===== config.mk =====
export PLATFORM = sky130hd
export DESIGN_NAME = multicycle_control_flat
export DESIGN_NICKNAME = d
export VERILOG_FILES = /design/src/rtl/multicycle_pkg.sv /design/src/rtl/multicycle_control_if.sv /design/src/rtl/multicycle_control_alu_decoder.sv /design/src/rtl/multicycle_control.sv /design/src/flat_wrapper.sv
export SDC_FILE = /design/constraint.sdc
export NUM_CORES = 1
export LEC_CHECK = 0
export ABC_AREA = 1
export ABC_CLOCK_PERIOD_IN_PS = 1500
export BUFFER_PORTS_ARGS = -buffer_cell sky130_fd_sc_hd__buf_2
export CAP_MARGIN = 20
export CORE_ASPECT_RATIO = 1.4
export CORE_MARGIN = 2
export CORE_UTILIZATION = 38
export DETAILED_ROUTE_END_ITERATION = 12
export MAX_ROUTING_LAYER = met4
export PLACE_DENSITY = 0.75
export SLEW_MARGIN = 5
export SYNTH_ARGS = -nofsm -noshare
export SYNTH_HDL_FRONTEND = slang
export SYNTH_SLANG_ARGS = --single-unit

===== constraint.sdc =====
create_clock -name clk -period 1.5 [get_ports clk]
set_clock_uncertainty 0.15 [all_clocks]
set_input_delay 0.3 -clock clk [delete_from_list [all_inputs] [get_ports clk]]
set_output_delay 0.3 -clock clk [all_outputs]
set_load 0.005 [all_outputs]

===== src/rtl/multicycle_pkg.sv =====
// Shared types and encodings for the multicycle RV32I-subset control unit.
// Holds the FSM state enum, the supported opcodes, and the field encodings
// driven onto the datapath mux selects.
package multicycle_pkg;

    typedef enum logic [3:0] {
        FETCH, DECODE, EXEC_I, EXEC_R, ALU_WB,
        MEM_ADR, MEM_RD, MEM_WB, MEM_WR, BRANCH
    } state_t;

    localparam logic [6:0] OP_ADDI = 7'b0010011;
    localparam logic [6:0] OP_R    = 7'b0110011;
    localparam logic [6:0] OP_LW   = 7'b0000011;
    localparam logic [6:0] OP_SW   = 7'b0100011;
    localparam logic [6:0] OP_BNE  = 7'b1100011;

    localparam logic [2:0] ALU_ADD = 3'b000;
    localparam logic [2:0] ALU_SUB = 3'b001;

    localparam logic [1:0] IMM_I = 2'b00;
    localparam logic [1:0] IMM_S = 2'b01;
    localparam logic [1:0] IMM_B = 2'b10;

    localparam logic [1:0] SRCA_PC    = 2'b00;
    localparam logic [1:0] SRCA_OLDPC = 2'b01;
    localparam logic [1:0] SRCA_RS1   = 2'b10;

    localparam logic [1:0] SRCB_RS2  = 2'b00;
    localparam logic [1:0] SRCB_IMM  = 2'b01;
    localparam logic [1:0] SRCB_FOUR = 2'b10;

    localparam logic [1:0] RES_ALUOUT = 2'b00;
    localparam logic [1:0] RES_RDATA  = 2'b01;
    localparam logic [1:0] RES_ALU    = 2'b10;

endpackage


===== src/rtl/multicycle_control_if.sv =====
// Control-unit <-> datapath bundle.
//   master (control unit): takes instr/EQ/mem_ready, drives all selects,
//                          enables, mem_req and the instr_done/fault pulses.
//   slave  (datapath/memory side): the mirror image.
interface multicycle_control_if #(parameter int instr_width = 32);
    logic [instr_width-1:0] instr;
    logic                   EQ;
    logic                   mem_ready;
    logic                   mem_req;
    logic                   AdrSrc;
    logic                   IRWrite;
    logic                   PCWrite;
    logic                   PCsrc;
    logic                   RegWrite;
    logic                   MemWrite;
    logic [1:0]             ImmSrc;
    logic [1:0]             ALUsrcA;
    logic [1:0]             ALUsrcB;
    logic [2:0]             ALUctrl;
    logic [1:0]             ResultSrc;
    logic                   instr_done;
    logic                   fault;

    modport master (
        input  instr, EQ, mem_ready,
        output mem_req, AdrSrc, IRWrite, PCWrite, PCsrc, RegWrite, MemWrite,
               ImmSrc, ALUsrcA, ALUsrcB, ALUctrl, ResultSrc, instr_done, fault
    );

    modport slave (
        output instr, EQ, mem_ready,
        input  mem_req, AdrSrc, IRWrite, PCWrite, PCsrc, RegWrite, MemWrite,
               ImmSrc, ALUsrcA, ALUsrcB, ALUctrl, ResultSrc, instr_done, fault
    );
endinterface


===== src/rtl/multicycle_control_alu_decoder.sv =====
// ALU operation decoder (combinational).
//   funct3, funct7b5 (instr[30]), is_rtype in; alu_ctrl out.
// Only R-type funct3=000 with funct7[5] set selects subtract; everything
// else in this subset is an add.
module alu_decoder
    import multicycle_pkg::*;
(
    input  logic [2:0] funct3,
    input  logic       funct7b5,
    input  logic       is_rtype,
    output logic [2:0] alu_ctrl
);
    always_comb begin
        alu_ctrl = ALU_ADD;
        if (is_rtype && funct3 == 3'b000 && funct7b5)
            alu_ctrl = ALU_SUB;
    end
endmodule


===== src/rtl/multicycle_control.sv =====
// Moore control FSM for the multicycle RV32I-subset datapath
// (addi, add/sub, lw, sw, bne).
//   clk  : rising-edge clock
//   rst  : synchronous active-low reset
//   bus  : multicycle_control_if.master (instr/EQ/mem_ready in, all
//          selects, enables, mem_req, instr_done, fault out)
// Outputs decode from state; FETCH write enables and BRANCH PCWrite are
// also qualified by inputs. Memory states stall on mem_ready and abort to
// FETCH with a fault pulse after TIMEOUT_CYCLES waiting cycles.
module multicycle_control
    import multicycle_pkg::*;
#(
    parameter int instr_width    = 32,
    parameter int TIMEOUT_CYCLES = 255
) (
    input  logic clk,
    input  logic rst,
    multicycle_control_if.master bus
);
    localparam int CW = $clog2(TIMEOUT_CYCLES + 1);

    if (TIMEOUT_CYCLES < 1) begin : g_bad_timeout
        $error("TIMEOUT_CYCLES must be at least 1");
    end

    state_t        state;
    logic [CW-1:0] wait_cnt;
    logic [6:0]    opcode;
    logic [2:0]    alu_ctrl_r;
    logic          wait_st;
    logic          timeout;
    logic          legal;

    assign opcode  = bus.instr[6:0];
    assign wait_st = (state == FETCH) || (state == MEM_RD) || (state == MEM_WR);
    // A late mem_ready on the limit cycle still completes the access.
    assign timeout = wait_st && !bus.mem_ready && (wait_cnt == CW'(TIMEOUT_CYCLES));
    assign legal   = (opcode == OP_ADDI) || (opcode == OP_R) || (opcode == OP_LW) ||
                     (opcode == OP_SW) || (opcode == OP_BNE);

    alu_decoder u_alu_dec (
        .funct3   (bus.instr[14:12]),
        .funct7b5 (bus.instr[30]),
        .is_rtype (opcode == OP_R),
        .alu_ctrl (alu_ctrl_r)
    );

    always_ff @(posedge clk) begin
        if (!rst) begin
            state    <= FETCH;
            wait_cnt <= '0;
        end else begin
            // Counter only runs while stalled in a memory state.
            if (!wait_st || bus.mem_ready || timeout) wait_cnt <= '0;
            else                                     wait_cnt <= wait_cnt + 1'b1;

            case (state)
                FETCH:   if (bus.mem_ready) state <= DECODE;
                DECODE: begin
                    case (opcode)
                        OP_ADDI:      state <= EXEC_I;
                        OP_R:         state <= EXEC_R;
                        OP_LW, OP_SW: state <= MEM_ADR;
                        OP_BNE:       state <= BRANCH;
                        default:      state <= FETCH;
                    endcase
                end
                EXEC_I, EXEC_R: state <= ALU_WB;
                MEM_ADR: state <= (opcode == OP_LW) ? MEM_RD : MEM_WR;
                MEM_RD: begin
                    if (bus.mem_ready)  state <= MEM_WB;
                    else if (timeout)   state <= FETCH;
                end
                MEM_WR:  if (bus.mem_ready || timeout) state <= FETCH;
                default: state <= FETCH;
            endcase
        end
    end

    always_comb begin
        bus.mem_req    = 1'b0;
        bus.AdrSrc     = 1'b0;
        bus.IRWrite    = 1'b0;
        bus.PCWrite    = 1'b0;
        bus.PCsrc      = 1'b0;
        bus.RegWrite   = 1'b0;
        bus.MemWrite   = 1'b0;
        bus.ImmSrc     = IMM_I;
        bus.ALUsrcA    = SRCA_PC;
        bus.ALUsrcB    = SRCB_RS2;
        bus.ALUctrl    = ALU_ADD;
        bus.ResultSrc  = RES_ALUOUT;
        bus.instr_done = 1'b0;
        bus.fault      = 1'b0;
        // Everything held low during reset so no write escapes mid-instruction.
        if (rst) begin
            case (state)
                FETCH: begin
                    bus.mem_req   = 1'b1;
                    bus.ALUsrcB   = SRCB_FOUR;
                    bus.ResultSrc = RES_ALU;
                    bus.IRWrite   = bus.mem_ready;
                    bus.PCWrite   = bus.mem_ready;
                    bus.fault     = timeout;
                end
                DECODE: begin
                    bus.ALUsrcA = SRCA_OLDPC;
                    bus.ALUsrcB = SRCB_IMM;
                    bus.ImmSrc  = IMM_B;
                    bus.fault   = !legal;
                end
                EXEC_I: begin
                    bus.ALUsrcA = SRCA_RS1;
                    bus.ALUsrcB = SRCB_IMM;
                end
                EXEC_R: begin
                    bus.ALUsrcA = SRCA_RS1;
                    bus.ALUctrl = alu_ctrl_r;
                end
                ALU_WB: begin
                    bus.RegWrite   = 1'b1;
                    bus.instr_done = 1'b1;
                end
                MEM_ADR: begin
                    bus.ALUsrcA = SRCA_RS1;
                    bus.ALUsrcB = SRCB_IMM;
                    bus.ImmSrc  = (opcode == OP_SW) ? IMM_S : IMM_I;
                end
                MEM_RD: begin
                    bus.mem_req = 1'b1;
                    bus.AdrSrc  = 1'b1;
                    bus.fault   = timeout;
                end
                MEM_WB: begin
                    bus.ResultSrc  = RES_RDATA;
                    bus.RegWrite   = 1'b1;
                    bus.instr_done = 1'b1;
                end
                MEM_WR: begin
                    bus.mem_req    = 1'b1;
                    bus.MemWrite   = 1'b1;
                    bus.AdrSrc     = 1'b1;
                    bus.instr_done = bus.mem_ready;
                    bus.fault      = timeout;
                end
                BRANCH: begin
                    bus.ALUsrcA    = SRCA_RS1;
                    bus.ALUctrl    = ALU_SUB;
                    bus.PCsrc      = 1'b1;
                    bus.PCWrite    = !bus.EQ;
                    bus.instr_done = 1'b1;
                end
                default: ;
            endcase
        end
    end
endmodule


===== src/flat_wrapper.sv =====
// flat-port wrapper written by rule: the top's interface ports become plain ports
module multicycle_control_flat import multicycle_pkg::*;
#(
    parameter int instr_width    = 32,
    parameter int TIMEOUT_CYCLES = 255
)
  (clk, rst, bus_instr, bus_EQ, bus_mem_ready, bus_mem_req, bus_AdrSrc, bus_IRWrite, bus_PCWrite, bus_PCsrc, bus_RegWrite, bus_MemWrite, bus_ImmSrc, bus_ALUsrcA, bus_ALUsrcB, bus_ALUctrl, bus_ResultSrc, bus_instr_done, bus_fault);
  multicycle_control_if #(.instr_width(instr_width)) bus_i ();
  input  logic clk;
  input  logic rst;
  input wire logic [$bits(bus_i.instr)-1:0] bus_instr;
  input wire logic [$bits(bus_i.EQ)-1:0] bus_EQ;
  input wire logic [$bits(bus_i.mem_ready)-1:0] bus_mem_ready;
  output wire logic [$bits(bus_i.mem_req)-1:0] bus_mem_req;
  output wire logic [$bits(bus_i.AdrSrc)-1:0] bus_AdrSrc;
  output wire logic [$bits(bus_i.IRWrite)-1:0] bus_IRWrite;
  output wire logic [$bits(bus_i.PCWrite)-1:0] bus_PCWrite;
  output wire logic [$bits(bus_i.PCsrc)-1:0] bus_PCsrc;
  output wire logic [$bits(bus_i.RegWrite)-1:0] bus_RegWrite;
  output wire logic [$bits(bus_i.MemWrite)-1:0] bus_MemWrite;
  output wire logic [$bits(bus_i.ImmSrc)-1:0] bus_ImmSrc;
  output wire logic [$bits(bus_i.ALUsrcA)-1:0] bus_ALUsrcA;
  output wire logic [$bits(bus_i.ALUsrcB)-1:0] bus_ALUsrcB;
  output wire logic [$bits(bus_i.ALUctrl)-1:0] bus_ALUctrl;
  output wire logic [$bits(bus_i.ResultSrc)-1:0] bus_ResultSrc;
  output wire logic [$bits(bus_i.instr_done)-1:0] bus_instr_done;
  output wire logic [$bits(bus_i.fault)-1:0] bus_fault;
  assign bus_i.instr = bus_instr;
  assign bus_i.EQ = bus_EQ;
  assign bus_i.mem_ready = bus_mem_ready;
  assign bus_mem_req = bus_i.mem_req;
  assign bus_AdrSrc = bus_i.AdrSrc;
  assign bus_IRWrite = bus_i.IRWrite;
  assign bus_PCWrite = bus_i.PCWrite;
  assign bus_PCsrc = bus_i.PCsrc;
  assign bus_RegWrite = bus_i.RegWrite;
  assign bus_MemWrite = bus_i.MemWrite;
  assign bus_ImmSrc = bus_i.ImmSrc;
  assign bus_ALUsrcA = bus_i.ALUsrcA;
  assign bus_ALUsrcB = bus_i.ALUsrcB;
  assign bus_ALUctrl = bus_i.ALUctrl;
  assign bus_ResultSrc = bus_i.ResultSrc;
  assign bus_instr_done = bus_i.instr_done;
  assign bus_fault = bus_i.fault;
  multicycle_control #(.instr_width(instr_width), .TIMEOUT_CYCLES(TIMEOUT_CYCLES)) u_core (.clk(clk), .rst(rst), .bus(bus_i));
endmodule

==> summary.md, run 1 <==
| Metric | Value |
|---|---|
| Vias in the first global route | `1170` |
| Yosys cell types | `27` |
| CTS tree | `done` |
| # rows | `20` |
| Final Hold Viols | `0` |
| Final Cell Area | `1740 um2` |
| Total Routing Usage GR | `24.0%` |
| #FFs+latches synth | `12` |
| Leakage Power | `0.911 nW` |
| Post-layout minimum cycle time | `1970 ps` |
| WP data required | `1050 ps` |
| Synth Warn # | `0` |
| Post-synth ARST share | `0%` |
| Die X | `45.3 um` |
| # DRC | `0` |
| Largest area contributor in the netlist | `dfxtp_1` |
| Critical path launch point type | `flip-flop` |
| 1st-iter DRT viols | `45` |
| Fill count | `147` |
| Critical path arrival | `1520 ps` |
| CTS Hold Bufs | `0` |
| Area of the multi-input gates | `756 um2` |
| Most common cell in the synthesized netlist | `nor2_1` |
| Slew Viols, Final | `0` |
| DR vias/cell | `5.21` |
| Final nets | `264` |
| Clock Path Buffers | `2` |
| RD Place Congestion | `0.882` |
| Worst-skew pair later-pin latency | `270 ps` |
| Layout cells sized above 1 | `61.9%` |
| WS Path Type | `flip-flop to primary output` |
| PnR worst setup slack | `-472 ps` |
| Core Area | `2230 um2` |
| Antenna violations before repair | `0` |
| Gate Count Post-Synth | `150` |
| Crit path max fanout | `4` |
| Seq/Total Area, Yosys | `26.5%` |
| Mean Syn Cell Area | `6.04 um2` |
| Setup violators final | `21` |
| Crit. End Element | `primary output` |
| HP Class | `input port to flip-flop` |
| Root Buffer | `clkbuf_4` |
| Overflow after GRT | `0` |
| DRT Pass-1 Iters | `6` |
| Final worst-path cycle share | `131%` |
| Commonest cells in the netlist | `29 x nor2_1, 28 x nand2_1, 24 x inv_1` |
| Chip Height | `61.8 um` |
| DP HPWL | `2140 um` |
| Initial core utilization | `40.7%` |
| Die area | `2800 um2` |
| Vias after detailed routing | `1292` |
| Failing checks | `negative setup slack` |
| RSZ-0062 raised after global routing | `yes` |
| Global-route wire length before repair | `4730 um` |
| VDD IR-drop max | `0.000787 V` |
| Status | `complete, but fails checks` |
| Max_cap viols | `0` |
| Wire length per cell | `14.3 um` |
| EDFF count, synth | `0` |
| Antenna Nets Post-Route | `0` |
| Port Buffers | `32` |
| Synth Flop Type | `dfxtp_1` |
| Clock slew seen by the registers of the worst setup and hold paths | `70 ps` |
| Clk sinks | `12` |
| Power Dens Cells | `911 nW/um2` |
| Largest net degree at the start of global routing | `10` |
| Util after Layout | `78.3%` |
| Antenna diodes | `0` |
| Max Freq | `0.507 GHz` |
| WL final | `3550 um` |
| H-tree levels | `1` |
| Layout area overhead | `92.4%` |
| Ports | `56` |
| Ranking of synthesized cells by area | `dfxtp_1 27%, nor2_1 12%, nand2_1 12%` |
| Yosys top cell area share | `26.5%` |
| Total CTS buffers | `3` |
| Synth Cell Area | `906 um2` |
| FF+latch area | `258 um2` |
| Place WS | `-224 ps` |
| Area after DPL | `1340 um2` |
## metal layers
metal	track usage, %	wire length [um]	vias to the layer above
li1	-	-	620
met1	20.9	1210	583
met2	46.9	1960	73
met3	2.60	224	16
met4	15.1	148	0
met5	-	0	-
## layout by cell type, fill, tap and decap left out, types with 5 or more instances in the layout
master	n
buf_2	30
buf_4	30
nand2_1	20
nor2_1	19
buf_6	16
inv_1	15
nor2_4	9
inv_2	8
nand3_1	8
nand3_2	7
dfxtp_1	6
nand2_4	5
a21oi_2	5
nand2_2	5
## logic make-up (layout without fill, tap and decap cells)
logic type	Yosys count	count (layout)	synth area share [%]
buffers and inverters	31	106	14.5
AND/OR/NAND/NOR	88	88	44.6
AO/OA/AOI/OAI	12	12	7.74
other	1	2	0.414
XOR/XNOR	5	5	4.84
flip-flops	12	12	26.5
adder cells (fa/ha/maj)	1	1	1.38
## metrics by stage
stage	total power [W]	instances	TNS (ps)	hold WS [ps]
finish	0.00159	248	-5660	278
global route	0.00167	248	-7020	300
CTS	0.00140	241	-4770	272
detailed placement	0.000944	232	-1040	367
global placement	0.000931	232	-692	343
floorplan	0.000675	151	-91.6	248
## repair_timing
item,CTS,global route
setup endpoints to repair,21,24
resized for setup,55,30
pin swaps,21,17
setup buffers,5,8
## cell type report
class | count | share of cell area (%)
Inverter | 26 | 6.32
Multi-Input combinational cell | 108 | 43.4
Sequential cell | 12 | 14.8
Tap cell | 22 | 1.58
Clock buffer | 4 | 2.08
Timing Repair Buffer | 76 | 31.9
## flip-flops by register name, indices dropped and copies added, names as in the netlist
signal           cells
u_core.wait_cnt      8
u_core.state         4
## where the power goes
part | internal (W) | switching (W)
logic | 0.000474 | 0.000458
registers | 0.000353 | 0.0000589
clock network | 0.000148 | 0.0000964
total | 0.000974 | 0.000613
## worst max-delay path, stage by stage (launching register included)
cell     delay (ps)
dfxtp_4         430
nand2_4          80
inv_2            70
nand2_2          70
nand3_2          80
nand2_1          50
or2_1           240
a21oi_2         130
buf_2           120
## path summary, 6_finish.rpt
check | start | endpoint | slack [ps] | cells past startpoint
worst max-delay path | u_core.state[2] | bus_fault | -470 | 8
worst min-delay path | rst | u_core.state[3] | 280 | 4
worst max register to register | u_core.state[2] | u_core.state[3] | -40 | 10
worst min register to register | u_core.wait_cnt[7] | u_core.wait_cnt[7] | 390 | 2
No activity file was read; power rests on OpenSTA's default activity.
==> run 2, diff against run 1 <==
--- a/config.mk
+++ b/config.mk
@@ -9,10 +9,10 @@
 export ABC_CLOCK_PERIOD_IN_PS = 1500
 export BUFFER_PORTS_ARGS = -buffer_cell sky130_fd_sc_hd__buf_2
 export CAP_MARGIN = 20
-export CORE_ASPECT_RATIO = 1.4
 export CORE_MARGIN = 2
 export CORE_UTILIZATION = 38
 export DETAILED_ROUTE_END_ITERATION = 12
+export GPL_ROUTABILITY_DRIVEN = 0
 export MAX_ROUTING_LAYER = met4
 export PLACE_DENSITY = 0.75
 export SLEW_MARGIN = 5
==> run 2 against run 1 <==
Effect of this change:
- the run still ends with negative setup slack left
- power is 6.4% higher
- combinational power rose by 9%
- sequential share of layout area decreased by 1.1 points
- die area decreased by 0.20%
- global-route usage up 4.6 points
- clock-buffer cell count unchanged
- register-to-register slack lost 280 ps
- via count is 4.3% higher
- non-clock buffer count is 13 higher
- critical endpoint unchanged
- largest cell class unchanged
- largest power group unchanged
- highest routed layer unchanged
==> summary.md, run 2 (synthesis gave the netlist of run 1 again) <==
| Metric | Value |
|---|---|
| Status | `complete, but fails checks` |
| Failing checks | `negative setup slack` |
| # DRC | `0` |
| VDD IR-drop max | `0.000759 V` |
| Vias in the first global route | `1337` |
| # rows | `17` |
| Layout area overhead | `106%` |
| CP max-delay cell | `dfxtp_4` |
| CTS Hold Bufs | `0` |
| Antenna violations before repair | `0` |
| CP Cell Sequence | `nor2_4, nand2_2, nand3_2, nand2_1, or2_1, a21oi_2, buf_2` |
| Initial core utilization | `40.6%` |
| WL final | `3650 um` |
| Port Buffers | `32` |
| Antenna Nets Post-Route | `0` |
| CTS tree | `done` |
| Total Routing Usage GR | `28.6%` |
| Critical path arrival | `1550 ps` |
| Global-route wire length before repair | `5640 um` |
| Setup violators final | `30` |
| Slew Viols, Final | `0` |
| Most frequent cells in the layout | `43 x buf_4, 29 x buf_2, 20 x nand2_1` |
| DP HPWL | `2180 um` |
| Cell family with most CP delay | `simple AND/OR/NAND/NOR gates` |
| 1st-iter DRT viols | `25` |
| Max_cap viols | `0` |
| Crit. End Element | `primary output` |
| Post-layout minimum cycle time | `2000 ps` |
| Hold slack | `278 ps` |
| Overflow after GRT | `0` |
| Die X | `52.8 um` |
| WS Path Type | `flip-flop to primary output` |
| Clk sinks | `12` |
| WP data required | `1050 ps` |
| Cells after DPL | `239` |
| Setup TNS | `-7180 ps` |
| PnR worst setup slack | `-500 ps` |
| Buf+Inv Stages, Crit Path | `1` |
| Core Area | `2230 um2` |
| Vias after detailed routing | `1348` |
| Commonest non-fill, non-tap cell in the layout | `buf_4` |
| Top Registers | `u_core.wait_cnt x8, u_core.state x4` |
| Worst path max stage delay | `380 ps` |
| Ports | `56` |
| Chip Height | `52.8 um` |
| Root Buffer | `clkbuf_4` |
| Antenna diodes | `0` |
| Layout cells sized above 1 | `66.1%` |
| Max reg flops | `8` |
| Final Hold Viols | `0` |
| Wire length per cell | `13.7 um` |
| Final worst-path cycle share | `133%` |
| Final Cell Area | `1860 um2` |
| Critical path launch point type | `flip-flop` |
| Crit path max fanout | `3` |
| RSZ-0062 raised after global routing | `yes` |
| HP Class | `input port to flip-flop` |
| Largest net degree at the start of global routing | `10` |
| Biggest register | `u_core.wait_cnt` |
| Leakage Power | `0.975 nW` |
| Die area | `2790 um2` |
| Util after Layout | `83.4%` |
| Post-route non-filler standard cell count | `267` |
| Clock slew seen by the registers of the worst setup and hold paths | `80 ps` |
| Area after DPL | `1350 um2` |
| Worst-skew pair later-pin latency | `280 ps` |
| Max Freq | `0.500 GHz` |
| H-tree levels | `1` |
| DRT Pass-1 Iters | `4` |
| Power Dens Cells | `907 nW/um2` |
| DR vias/cell | `5.05` |
| Total CTS buffers | `3` |
| Clock Path Buffers | `2` |
| Final nets | `277` |
[run 2: cell count changes in the layout (fill, tap and decap cells not counted), sizes merged]
cell	delta
buf	+13
[run 2: final cells by class]
| type | instances | area (um2) |
|---|---|---|
| clock buffer | 4 | 36.3 |
| fill | 131 | 370 |
| inverter | 26 | 108 |
| multi-input combinational | 108 | 769 |
| sequential | 12 | 255 |
| tap | 28 | 35.0 |
| timing repair buffer | 89 | 659 |
[run 2: timing repair]
action | CTS | global route
resized for setup | 68 | 21
buffers inserted | 19 | 9
pin swaps | 26 | 11
setup endpoints to repair | 20 | 30
[run 2: tightest hold or removal path, stage by stage]
cell	delay, ps
buf_2	90
buf_4	150
nand2_1	80
inv_1	50
[run 2: path summary, 6_finish.rpt]
kind | cells past startpoint | slack (ps) | start | endpoint
worst max-delay path | 7 | -500 | u_core.state[1] | bus_fault
worst min register to register | 2 | 380 | u_core.wait_cnt[0] | u_core.wait_cnt[0]
worst max register to register | 13 | -320 | u_core.state[1] | u_core.state[2]
worst min-delay path | 4 | 280 | rst | u_core.state[3]
[run 2: power breakdown]
group          total [W]  internal [W]  leakage [nW]  switching (W)
clock           0.000268      0.000148        0.0210       0.000120
combinational    0.00102      0.000534         0.853       0.000488
sequential      0.000400      0.000353         0.101      0.0000470
[run 2: metal layers]
metal	vias to the layer above	part of all wire [%]	global-route usage (%)
met4	0	2.8	8.12
met5	-	0	-
met3	14	6.1	6.57
met1	632	36	27.8
met2	59	55	55.6
li1	643	-	-
[run 2: metrics by stage]
stage / worst slack, ps / power, W
finish: -500 / 0.00169
global route: -561 / 0.00178
CTS: -417 / 0.00155
detailed placement: -211 / 0.000970
global placement: -199 / 0.000951
floorplan: -91.6 / 0.000675
